===== config.mk =====
export PLATFORM = sky130hd
export DESIGN_NAME = spike_decoder
export DESIGN_NICKNAME = d
export VERILOG_FILES = /design/src/rtl/snn_pkg.sv /design/src/rtl/spike_edge_det.sv /design/src/rtl/spike_decoder.sv
export SDC_FILE = /design/constraint.sdc
export NUM_CORES = 1
export LEC_CHECK = 0
export CORE_ASPECT_RATIO = 1.5
export CORE_MARGIN = 2
export CORE_UTILIZATION = 30
export CTS_BUF_LIST = sky130_fd_sc_hd__clkbuf_8 sky130_fd_sc_hd__clkbuf_16
export DETAILED_ROUTE_END_ITERATION = 10
export GPL_ROUTABILITY_DRIVEN = 0
export HOLD_SLACK_MARGIN = 0.02
export PLACE_DENSITY = 0.45
export SKIP_LAST_GASP = 1
export SYNTH_ARGS = -nofsm -noshare
export SYNTH_HDL_FRONTEND = slang
export SYNTH_SLANG_ARGS = --single-unit

===== constraint.sdc =====
create_clock -name clk -period 3.9 [get_ports clk]
set_clock_uncertainty 0.15 [all_clocks]
set_input_delay 0.585 -clock clk [delete_from_list [all_inputs] [get_ports clk]]
set_output_delay 0.585 -clock clk [all_outputs]
set_load 0.02 [all_outputs]

===== src/rtl/snn_pkg.sv =====
// Shared widths, default synapse constants and saturating arithmetic for the spiking-neuron blocks.
// Latency: n/a (package).
// Backpressure: n/a (package).
package snn_pkg;

    localparam int CUR_W  = 8;
    localparam int RATE_W = 8;
    localparam int ISI_W  = 16;

    typedef logic [CUR_W-1:0]  cur_t;
    typedef logic [RATE_W-1:0] rate_t;
    typedef logic [ISI_W-1:0]  isi_t;

    localparam cur_t WEIGHT_DEF       = 8'd32;
    localparam int   DECAY_SHIFT_DEF  = 3;
    localparam int   DECAY_PERIOD_DEF = 16;

    function automatic cur_t sat_add8(input cur_t a, input cur_t b);
        logic [CUR_W:0] sum;
        sum = {1'b0, a} + {1'b0, b};
        return sum[CUR_W] ? {CUR_W{1'b1}} : sum[CUR_W-1:0];
    endfunction

    function automatic isi_t sat_inc16(input isi_t a);
        return (a == {ISI_W{1'b1}}) ? a : a + 1'b1;
    endfunction

endpackage


===== src/rtl/spike_edge_det.sv =====
// Rising-edge detector for a spike level; previous level is tracked every cycle.
// Latency: edge pulse is combinational from spike_in against the registered previous level.
// Backpressure: none; caller gates the pulse with its own enable.
module spike_edge_det (
    input  logic clk,
    input  logic rst_n,
    input  logic spike_in,
    output logic spike_edge
);

    logic spike_prev_q;
    logic spike_prev_d;

    always_comb begin
        spike_prev_d = spike_in;
    end

    always_ff @(posedge clk or negedge rst_n) begin
        if (!rst_n) begin
            spike_prev_q <= 1'b0;
        end else begin
            spike_prev_q <= spike_prev_d;
        end
    end

    assign spike_edge = spike_in & ~spike_prev_q;

endmodule


===== src/rtl/spike_decoder.sv =====
// Decodes a spike train into a decaying synaptic current, a windowed rate and the last inter-spike interval.
// Latency: a spike sampled in cycle t is visible on current/isi/spike_seen after edge t+1.
// Backpressure: none; en=0 freezes all counters and drops spikes.
module spike_decoder
    import snn_pkg::*;
#(
    parameter int   WINDOW       = 1000,
    parameter cur_t WEIGHT       = WEIGHT_DEF,
    parameter int   DECAY_SHIFT  = DECAY_SHIFT_DEF,
    parameter int   DECAY_PERIOD = DECAY_PERIOD_DEF
) (
    input  logic              clk,
    input  logic              rst_n,
    input  logic              en,
    input  logic              spike_in,
    output logic [CUR_W-1:0]  current,
    output logic [RATE_W-1:0] rate,
    output logic              rate_valid,
    output logic [ISI_W-1:0]  isi,
    output logic              spike_seen
);

    localparam int WIN_W = (WINDOW > 1) ? $clog2(WINDOW) : 1;
    localparam int DEC_W = (DECAY_PERIOD > 1) ? $clog2(DECAY_PERIOD) : 1;
    localparam logic [WIN_W-1:0] WIN_LAST = WIN_W'(WINDOW - 1);
    localparam logic [DEC_W-1:0] DEC_LAST = DEC_W'(DECAY_PERIOD - 1);

    logic spike_edge;
    logic spike;

    logic [WIN_W-1:0] win_cnt_q, win_cnt_d;
    logic [DEC_W-1:0] dec_cnt_q, dec_cnt_d;
    cur_t             cur_q, cur_d;
    rate_t            run_q, run_d;
    rate_t            rate_q, rate_d;
    logic             rate_vld_q, rate_vld_d;
    isi_t             isi_cnt_q, isi_cnt_d;
    isi_t             isi_q, isi_d;
    logic             seen_q, seen_d;

    logic  dec_tick;
    cur_t  cur_decayed;
    rate_t run_inc;

    spike_edge_det u_edge (
        .clk        (clk),
        .rst_n      (rst_n),
        .spike_in   (spike_in),
        .spike_edge (spike_edge)
    );

    assign spike = spike_edge & en;

    // Decay floors at small values: cur >> DECAY_SHIFT is zero below 2^DECAY_SHIFT.
    always_comb begin
        dec_tick    = (dec_cnt_q == DEC_LAST);
        cur_decayed = dec_tick ? (cur_q - (cur_q >> DECAY_SHIFT)) : cur_q;
        run_inc     = spike ? sat_add8(run_q, 8'd1) : run_q;
    end

    always_comb begin
        win_cnt_d  = win_cnt_q;
        dec_cnt_d  = dec_cnt_q;
        cur_d      = cur_q;
        run_d      = run_q;
        rate_d     = rate_q;
        rate_vld_d = 1'b0;
        isi_cnt_d  = isi_cnt_q;
        isi_d      = isi_q;
        seen_d     = 1'b0;

        if (en) begin
            dec_cnt_d = dec_tick ? '0 : dec_cnt_q + 1'b1;
            cur_d     = spike ? sat_add8(cur_decayed, WEIGHT) : cur_decayed;
            seen_d    = spike;

            // A spike on the terminal cycle is folded into the window that is closing.
            if (win_cnt_q == WIN_LAST) begin
                win_cnt_d  = '0;
                rate_d     = run_inc;
                rate_vld_d = 1'b1;
                run_d      = '0;
            end else begin
                win_cnt_d  = win_cnt_q + 1'b1;
                run_d      = run_inc;
            end

            if (spike) begin
                isi_d     = sat_inc16(isi_cnt_q);
                isi_cnt_d = '0;
            end else begin
                isi_cnt_d = sat_inc16(isi_cnt_q);
            end
        end
    end

    always_ff @(posedge clk or negedge rst_n) begin
        if (!rst_n) begin
            win_cnt_q  <= '0;
            dec_cnt_q  <= '0;
            cur_q      <= '0;
            run_q      <= '0;
            rate_q     <= '0;
            rate_vld_q <= 1'b0;
            isi_cnt_q  <= '0;
            isi_q      <= '0;
            seen_q     <= 1'b0;
        end else begin
            win_cnt_q  <= win_cnt_d;
            dec_cnt_q  <= dec_cnt_d;
            cur_q      <= cur_d;
            run_q      <= run_d;
            rate_q     <= rate_d;
            rate_vld_q <= rate_vld_d;
            isi_cnt_q  <= isi_cnt_d;
            isi_q      <= isi_d;
            seen_q     <= seen_d;
        end
    end

    assign current    = cur_q;
    assign rate       = rate_q;
    assign rate_valid = rate_vld_q;
    assign isi        = isi_q;
    assign spike_seen = seen_q;

endmodule


# ---- Word level (Yosys, flattened, before mapping)
# Index checks and enable logic that the tools add are counted.
dict set report word_totals {
  regBits 73
  inputBits 4
  output_inout_bits 34
  word_cells 37
}
dict set report op_classes {
  n_addsub 6
  eq_ne 3
  mux 13
  n_bitwise 3
  n_reduce_logical 2
}
# op count
set ops {}
lappend ops {{$mux W8} 6}
lappend ops {{$mux W16} 2}
lappend ops {{$add A16 B1 Y16 const B} 1}
lappend ops {{$eq A16 B16 Y1 const B} 1}
lappend ops {{$add A10 B1 Y10 const B} 1}
lappend ops {{$eq A10 B10 Y1 const B} 1}
lappend ops {{$mux W10} 1}
lappend ops {{$add A8 B1 Y9 const B} 1}
lappend ops {{$add A8 B6 Y9 const B} 1}
lappend ops {{$sub A8 B5 Y8} 1}
lappend ops {{$add A4 B1 Y4 const B} 1}
lappend ops {{$eq A4 B4 Y1 const B} 1}
lappend ops {{$mux W4} 1}
lappend ops {{$reduce_and A2 Y1} 2}
lappend ops {{$mux W1} 3}
lappend ops {{$and A1 B1 Y1} 2}
lappend ops {{$not A1 Y1} 1}

# ---- Logic depth before layout (Yosys ltp)
# Gate-level depths: netlist (run 1).
dict set report depth {
  depth_word 5
  mapped_depth 15
  mapped_depth_nobuf 14
}

# ---- Modules after synthesis
# Synthesis (run 1) repeated with hierarchy kept, for this count alone.
dict set report unflattened {
  hier_cells 416
  area_unflattened_um2 3851.2
}
# mod instances cells_each area_per_inst_um2 seq_area_each_um2
set modules_own_cells {}
lappend modules_own_cells {spike_decoder 1 414 3812.4 1801.7}
lappend modules_own_cells {spike_edge_det 1 2 38.8 25.0}

# ---- Least setup slack after synthesis (run 1)
# Ideal clock, no wire load.
dict set report synth_timing {
  path_type {register to register}
  startpoint {register cur_q[0] (netlist: current[0])}
  endpoint {register cur_q[7] (netlist: current[7])}
  setup_ps 148
  arrival_time_ps 2586
  required_time_ps 3602
  slack_ps 1015
  stages_incl_launch_ff 16
  n_path_buf 1
  synth_period_minus_slack_ps 2885
  cell_sequence {dfrtp_1 > inv_1 > ha_1 > inv_1 > fa_1 > a211oi_1 > nor2_1 > nor2b_1 > buf_4 > xnor2_2 > ha_1 > nand2_1 > nand3_1 > mux2_2 > o21ai_0 > o221ai_1}
}
dict set report synth_between {
  elab_chain_len 5
}
# element line
set synth_lines {}
lappend synth_lines {{start, declared} spike_decoder.sv:33} ;# cur_t cur_q, cur_d;
lappend synth_lines {{start signal, assigned} spike_decoder.sv:111} ;# cur_q <= cur_d;
lappend synth_lines {{$sub A8 B5 Y8} spike_decoder.sv:57} ;# cur_decayed = dec_tick ? (cur_q - (cur_q >> DECAY_SHIFT)) : cur_q;
lappend synth_lines {{$mux W8 *} spike_decoder.sv:57}
lappend synth_lines {{$add A8 B6 Y9} snn_pkg.sv:20} ;# sum = {1'b0, a} + {1'b0, b};
lappend synth_lines {{$mux W8} snn_pkg.sv:21} ;# return sum[CUR_W] ? {CUR_W{1'b1}} : sum[CUR_W-1:0];
lappend synth_lines {{$mux W8 *} spike_decoder.sv:74} ;# cur_d = spike ? sat_add8(cur_decayed, WEIGHT) : cur_decayed;
# Mark *: on every way between the ends. The rest lies on a longest branch, timed or not.
# A chain may end at the register's enable or synchronous reset.

# ---- Final worst setup path (run 1)
# Ends and elaborated chain as after synthesis.

==> flow_summary.ini, run 1 <==
[floorplan]
core-area_um2 = 12900
rows = 51
die_h_um = 144
die_area_um2 = 14000
start_util = 0.305
io_pins = 38
die_w_um = 97.4

[synth]
ys_ff_latch = 73
synth_edf_count = 0
synth_warnings = 0
synthTopCellsByArea = dfrtp_1 46%, nand2_1 6.2%, o21ai_0 5.9%
synth_top_cell_by_area = dfrtp_1
synthFlopType = dfrtp_1
avgSynthCellArea_um2 = 9.09
syn_inst = 432
async_reset_ff_frac = 1.00
synth_most_common_cell = dfrtp_1
synth_common_cells = 73 x dfrtp_1, 65 x nand2_1, 46 x o21ai_0
synthDominantCellAreaShare = 0.465
synth_fp_nets = 447
syn_area_um2 = 3930
ys_types = 53
yosysSeqAreaShare = 0.465

[finish]
area_growth_pct = 21.6
drive_gt1_frac = 0.0844
diodes = 0
fin_nets = 484
design_area_um2 = 4780
finalNonFillerCells = 633

[timing]
finalWorstPathRequiredPeriod_ns = 3.27
setup_viol = 0
max_freq_mhz = 306
timing.final.max_slew_violations = 0
rsz0062_at_grt = false
max_slew_margin = 0.374
worstMarginPinSlew_ns = 0.939
period_share = 0.839
hold_viol_final = 0
finalSetupTns_ns = 0

[hold_path]
hold_path_class = in -> async

[clock_tree]
htreeDepth = 3
clk_pin_slew_ns = 0.06
clock_latency_ns = 0.33
cts_buffers = 9
numClockSinks = 73
cts_max_path_buffers = 2
cts_setup_buffers = 0
cts_root_buffer = clkbuf_16
cts_tree = yes
holdBufCountCts = 0
cts_resized = 0

[drt]
routedWlPerCell_um = 14.6
wl_mm = 9.24
drtIter0Drc = 137
route.detailed.drc = 0
ant_nets = 0
vias_per_cell = 5.07
vias = 3211
drtPass1Iterations = 4

[status]
outcome = complete, no violations

[global_route]
grt_pass1_wl_mm = 15.9
grt_max_degree = 74
first_global_vias = 3275
globalRoute.totalOverflow = 0
gr-usage-all-layers = 0.141
antenna_found_initial = 0

[place]
dp.final_hpwl_mm = 6.52
port_buffers = 37
post_dp_cell_area_um2 = 4470
dp_cells = 617

[setup_path]
regToRegSetupSlack_ns = 0.63
crit_required_ns = 3.94
r2r-end = current[7]
endpoint_kind = register
crit_type = reg -> reg
worstReg2RegStart = current[0]
arrival_ns = 3.31
worstRegToRegCells = 14
setup.worst_path.start_class = register
cp_max_fo = 7

[power_and_ir_drop]
p_leak_uw = 0.00203
ir_drop_mv = 0.363
power_density_nw_per_um2 = 551

[flow_run]
cap_violations = 0
## routing by layer
metal  vias to the layer above  routed length (um)  GRT usage
met2                        38                4770      0.253
li1                       1615                   -          -
met5                         -                   0          0
met1                      1554                4160      0.165
met3                         4                 227     0.0271
met4                         0                  74     0.0621
## power by group
| group | internal (uW) | total (uW) | switching (uW) | leakage (uW) |
|---|---|---|---|---|
| Combinational | 354 | 783 | 428 | 0.000934 |
| Clock | 513 | 841 | 328 | 0.000145 |
| Sequential | 874 | 1010 | 136 | 0.000955 |
## cells by family (layout without fill, tap and decap cells)
kind of cell / after synthesis / after routing / share of synthesized area
AND/OR/NAND/NOR: 175 / 175 / 0.222
AO/OA/AOI/OAI: 114 / 114 / 0.173
flip-flops: 73 / 73 / 0.465
buffers and inverters: 29 / 71 / 0.0299
XOR/XNOR: 22 / 22 / 0.0510
adder cells (fa/ha/maj): 11 / 11 / 0.0369
multiplexers: 8 / 8 / 0.0220
## worst max-delay path: stages, from the launching register on
cell and delay (ns):
dfrtp_1 0.39, inv_1 0.06, ha_1 0.15, inv_1 0.05
fa_1 0.41, a211oi_1 0.26, nor2_1 0.11, nor2b_1 0.42
xnor2_2 0.15, ha_1 0.22, nand2_1 0.13, nand3_1 0.09
mux2_2 0.26, o21ai_0 0.16, o221ai_1 0.12
## area by class of cell
cell class | instances | area, um^2
Clock buffer | 10 | 239
Sequential cell | 73 | 1830
Multi-Input combinational cell | 330 | 1980
Clock inverter | 6 | 67.6
Inverter | 11 | 41.3
Fill cell | 1338 | 8110
Tap cell | 159 | 199
Timing Repair Buffer | 44 | 420
## metrics by stage
step                total power (uW)  utilization  hold slack (ns)  worst slack, ns
floorplan                       1540            -            0.139             1.02
global placement                1820        0.347            0.311            0.757
detailed placement              1810        0.347            0.320            0.654
CTS                             2680        0.371            0.297            0.645
global route                    2820        0.371            0.319            0.384
finish                          2630        0.371            0.236            0.629
## placed cells by master, fill, tap and decap left out, types with 7 or more instances in the layout
cell type         n
nand4_1           7
inv_1            11
nand2_1          65
nor2_1           29
clkdlybuf4s50_1  36
dfrtp_1          73
and3_1           11
xnor2_1          14
a21oi_1          32
o21ai_0          46
ha_1             10
nor3_1            9
buf_4             8
clkbuf_16         9
nand3_1          23
xor2_1            7
## state kept, by name, summed over array words and instances, names as in the netlist
signal and count:
isi_cnt_q 16, rate_valid 1, run_q 8, isi 16, dec_cnt_q 4, current 8, spike_seen 1, u_edge.spike_prev_q 1
rate 8, win_cnt_q 10
## worst max-delay path by stage
stage	slack, ns	endpoint	from
final	0.63	current[7]	current[0]
after global routing	0.38	current[7]	current[0]
after CTS	0.65	current[7]	current[0]
after detailed placement	0.65	current[7]	current[0]
after global placement	0.76	current[7]	current[0]
after floorplan	1.02	current[7]	current[0]
(Power assumes the default switching activity.)
==> inputs of run 2 (changes only) <==
==> constraint.sdc (replaced) <==
create_clock -name clk -period 3.3 [get_ports clk]
set_clock_uncertainty 0.15 [all_clocks]
set_input_delay 0.495 -clock clk [delete_from_list [all_inputs] [get_ports clk]]
set_output_delay 0.495 -clock clk [all_outputs]
set_load 0.02 [all_outputs]
==> flow_summary.ini, run 2 (synthesis results as in run 1) <==
[status]
outcome = complete, no violations

[drt]
route.detailed.drc = 0
routedWlPerCell_um = 14.6
ant_nets = 0
vias = 3235
drtPass1Iterations = 5
drtIter0Drc = 132
vias_per_cell = 5.09
wl_mm = 9.31

[clock_tree]
cts_setup_buffers = 0
clk_pin_slew_ns = 0.06
cts_tree = yes
cts_resized = 0
numClockSinks = 73
clock_latency_ns = 0.33
cts_buffers = 9
cts_root_buffer = clkbuf_16
cts_max_path_buffers = 2
htreeDepth = 3
holdBufCountCts = 0

[setup_path]
crit_type = reg -> reg
crit_required_ns = 3.33
endpoint_kind = register
regToRegSetupSlack_ns = 0.31
worstRegToRegCells = 14
crit_slowest_cell = fa_1
path_cells = inv_1 -> ha_1 -> inv_1 -> fa_1 -> a211oi_1 -> nor2_1 -> nor2b_1 -> xnor2_2 -> ha_1 -> nand2_1 -> nand3_1 -> mux2_2 -> o21ai_0 -> o221ai_1
critical_path.max_stage_delay_ns = 0.41
cp-startpoint = current[0]
r2r-end = current[7]
arrival_ns = 3.03
setup.worst_path.start_class = register
worstReg2RegStart = current[0]
cp_max_fo = 5

[timing]
setup_viol = 0
timing.final.max_slew_violations = 0
hold_viol_final = 0
rsz0062_at_grt = false
finalWorstPathRequiredPeriod_ns = 2.99
finalSetupTns_ns = 0
max_slew_margin = 0.363
period_share = 0.907
worstMarginPinSlew_ns = 0.955
max_freq_mhz = 334

[finish]
fin_nets = 487
final_cell_mix = 73 x dfrtp_1, 65 x nand2_1, 46 x o21ai_0
final_common_cell = dfrtp_1
area_growth_pct = 22.0
diodes = 0
fin_util = 0.372
drive_gt1_frac = 0.0881

[global_route]
antenna_found_initial = 0
grt_pass1_wl_mm = 16.4
grt_max_degree = 74
globalRoute.totalOverflow = 0
gr-usage-all-layers = 0.145
first_global_vias = 3329

[power_and_ir_drop]
ir_drop_mv = 0.409
p_leak_uw = 0.00205
power_density_nw_per_um2 = 650

[floorplan]
die_w_um = 97.4
start_util = 0.305
rows = 51
die_area_um2 = 14000
die_h_um = 144
core-area_um2 = 12900
io_pins = 38

[flow_run]
cap_violations = 0

[place]
port_buffers = 37
dp.final_hpwl_mm = 6.60

[hold_path]
hold_path_class = in -> async
run 2: cell types whose count changed in the layout (fill, tap and decap cells not counted), sizes merged:
| cell | delta |
|---|---|
| buf | +3 |
| inv | +1 |
| clkinv | -1 |
run 2: how the worst max path moves through the flow:
stage | endpoint | slack [ns]
6_report | current[7] | 0.31
5_1_grt | current[7] | 0.06
4_1_cts | current[7] | 0.26
3_5_place_dp | current[7] | 0.27
3_3_place_gp | current[7] | 0.38
2_1_floorplan | current[7] | 0.42
run 2: layout make-up:
| cell class | count | area (um^2) |
|---|---|---|
| multi-input combinational | 330 | 1980 |
| tap | 159 | 199 |
| inverter | 11 | 41.3 |
| sequential | 73 | 1830 |
| clock inverter | 6 | 58.8 |
| fill | 1336 | 8100 |
| timing repair buffer | 47 | 443 |
| clock buffer | 10 | 239 |
run 2: through the flow:
stage | cells | hold slack (ns) | setup slack [ns] | cell area [um^2] | total power (uW)
after global placement | 620 | 0.310 | 0.379 | 4490 | 2160
after global routing | 636 | 0.256 | 0.0649 | 4790 | 3350
after detailed placement | 620 | 0.320 | 0.265 | 4490 | 2160
final | 636 | 0.166 | 0.306 | 4790 | 3110
after floorplan | 432 | 0.0494 | 0.415 | 3930 | 1820
after CTS | 636 | 0.217 | 0.260 | 4790 | 3170
run 2: critical path, delay by kind of cell, from the launching register on:
kind / cells / cell delay, ns
simple gates: 4 / 0.55
compound gates: 3 / 0.49
buf+inv: 2 / 0.11
xor+xnor: 1 / 0.13
fa+ha+maj: 3 / 0.77
mux: 1 / 0.26
flops: 1 / 0.39
run 2: power by group:
part,switching [uW],total [uW],internal (uW)
registers,164,1200,1030
clock network,379,980,600
logic,512,937,425
total,1050,3110,2060
run 2: metal layers:
layer	GRT usage	wire length, um	vias up
li1	-	-	1621
met1	0.175	4140	1558
met2	0.253	4800	50
met3	0.0343	268	6
met4	0.0534	99	0
met5	0	0	-
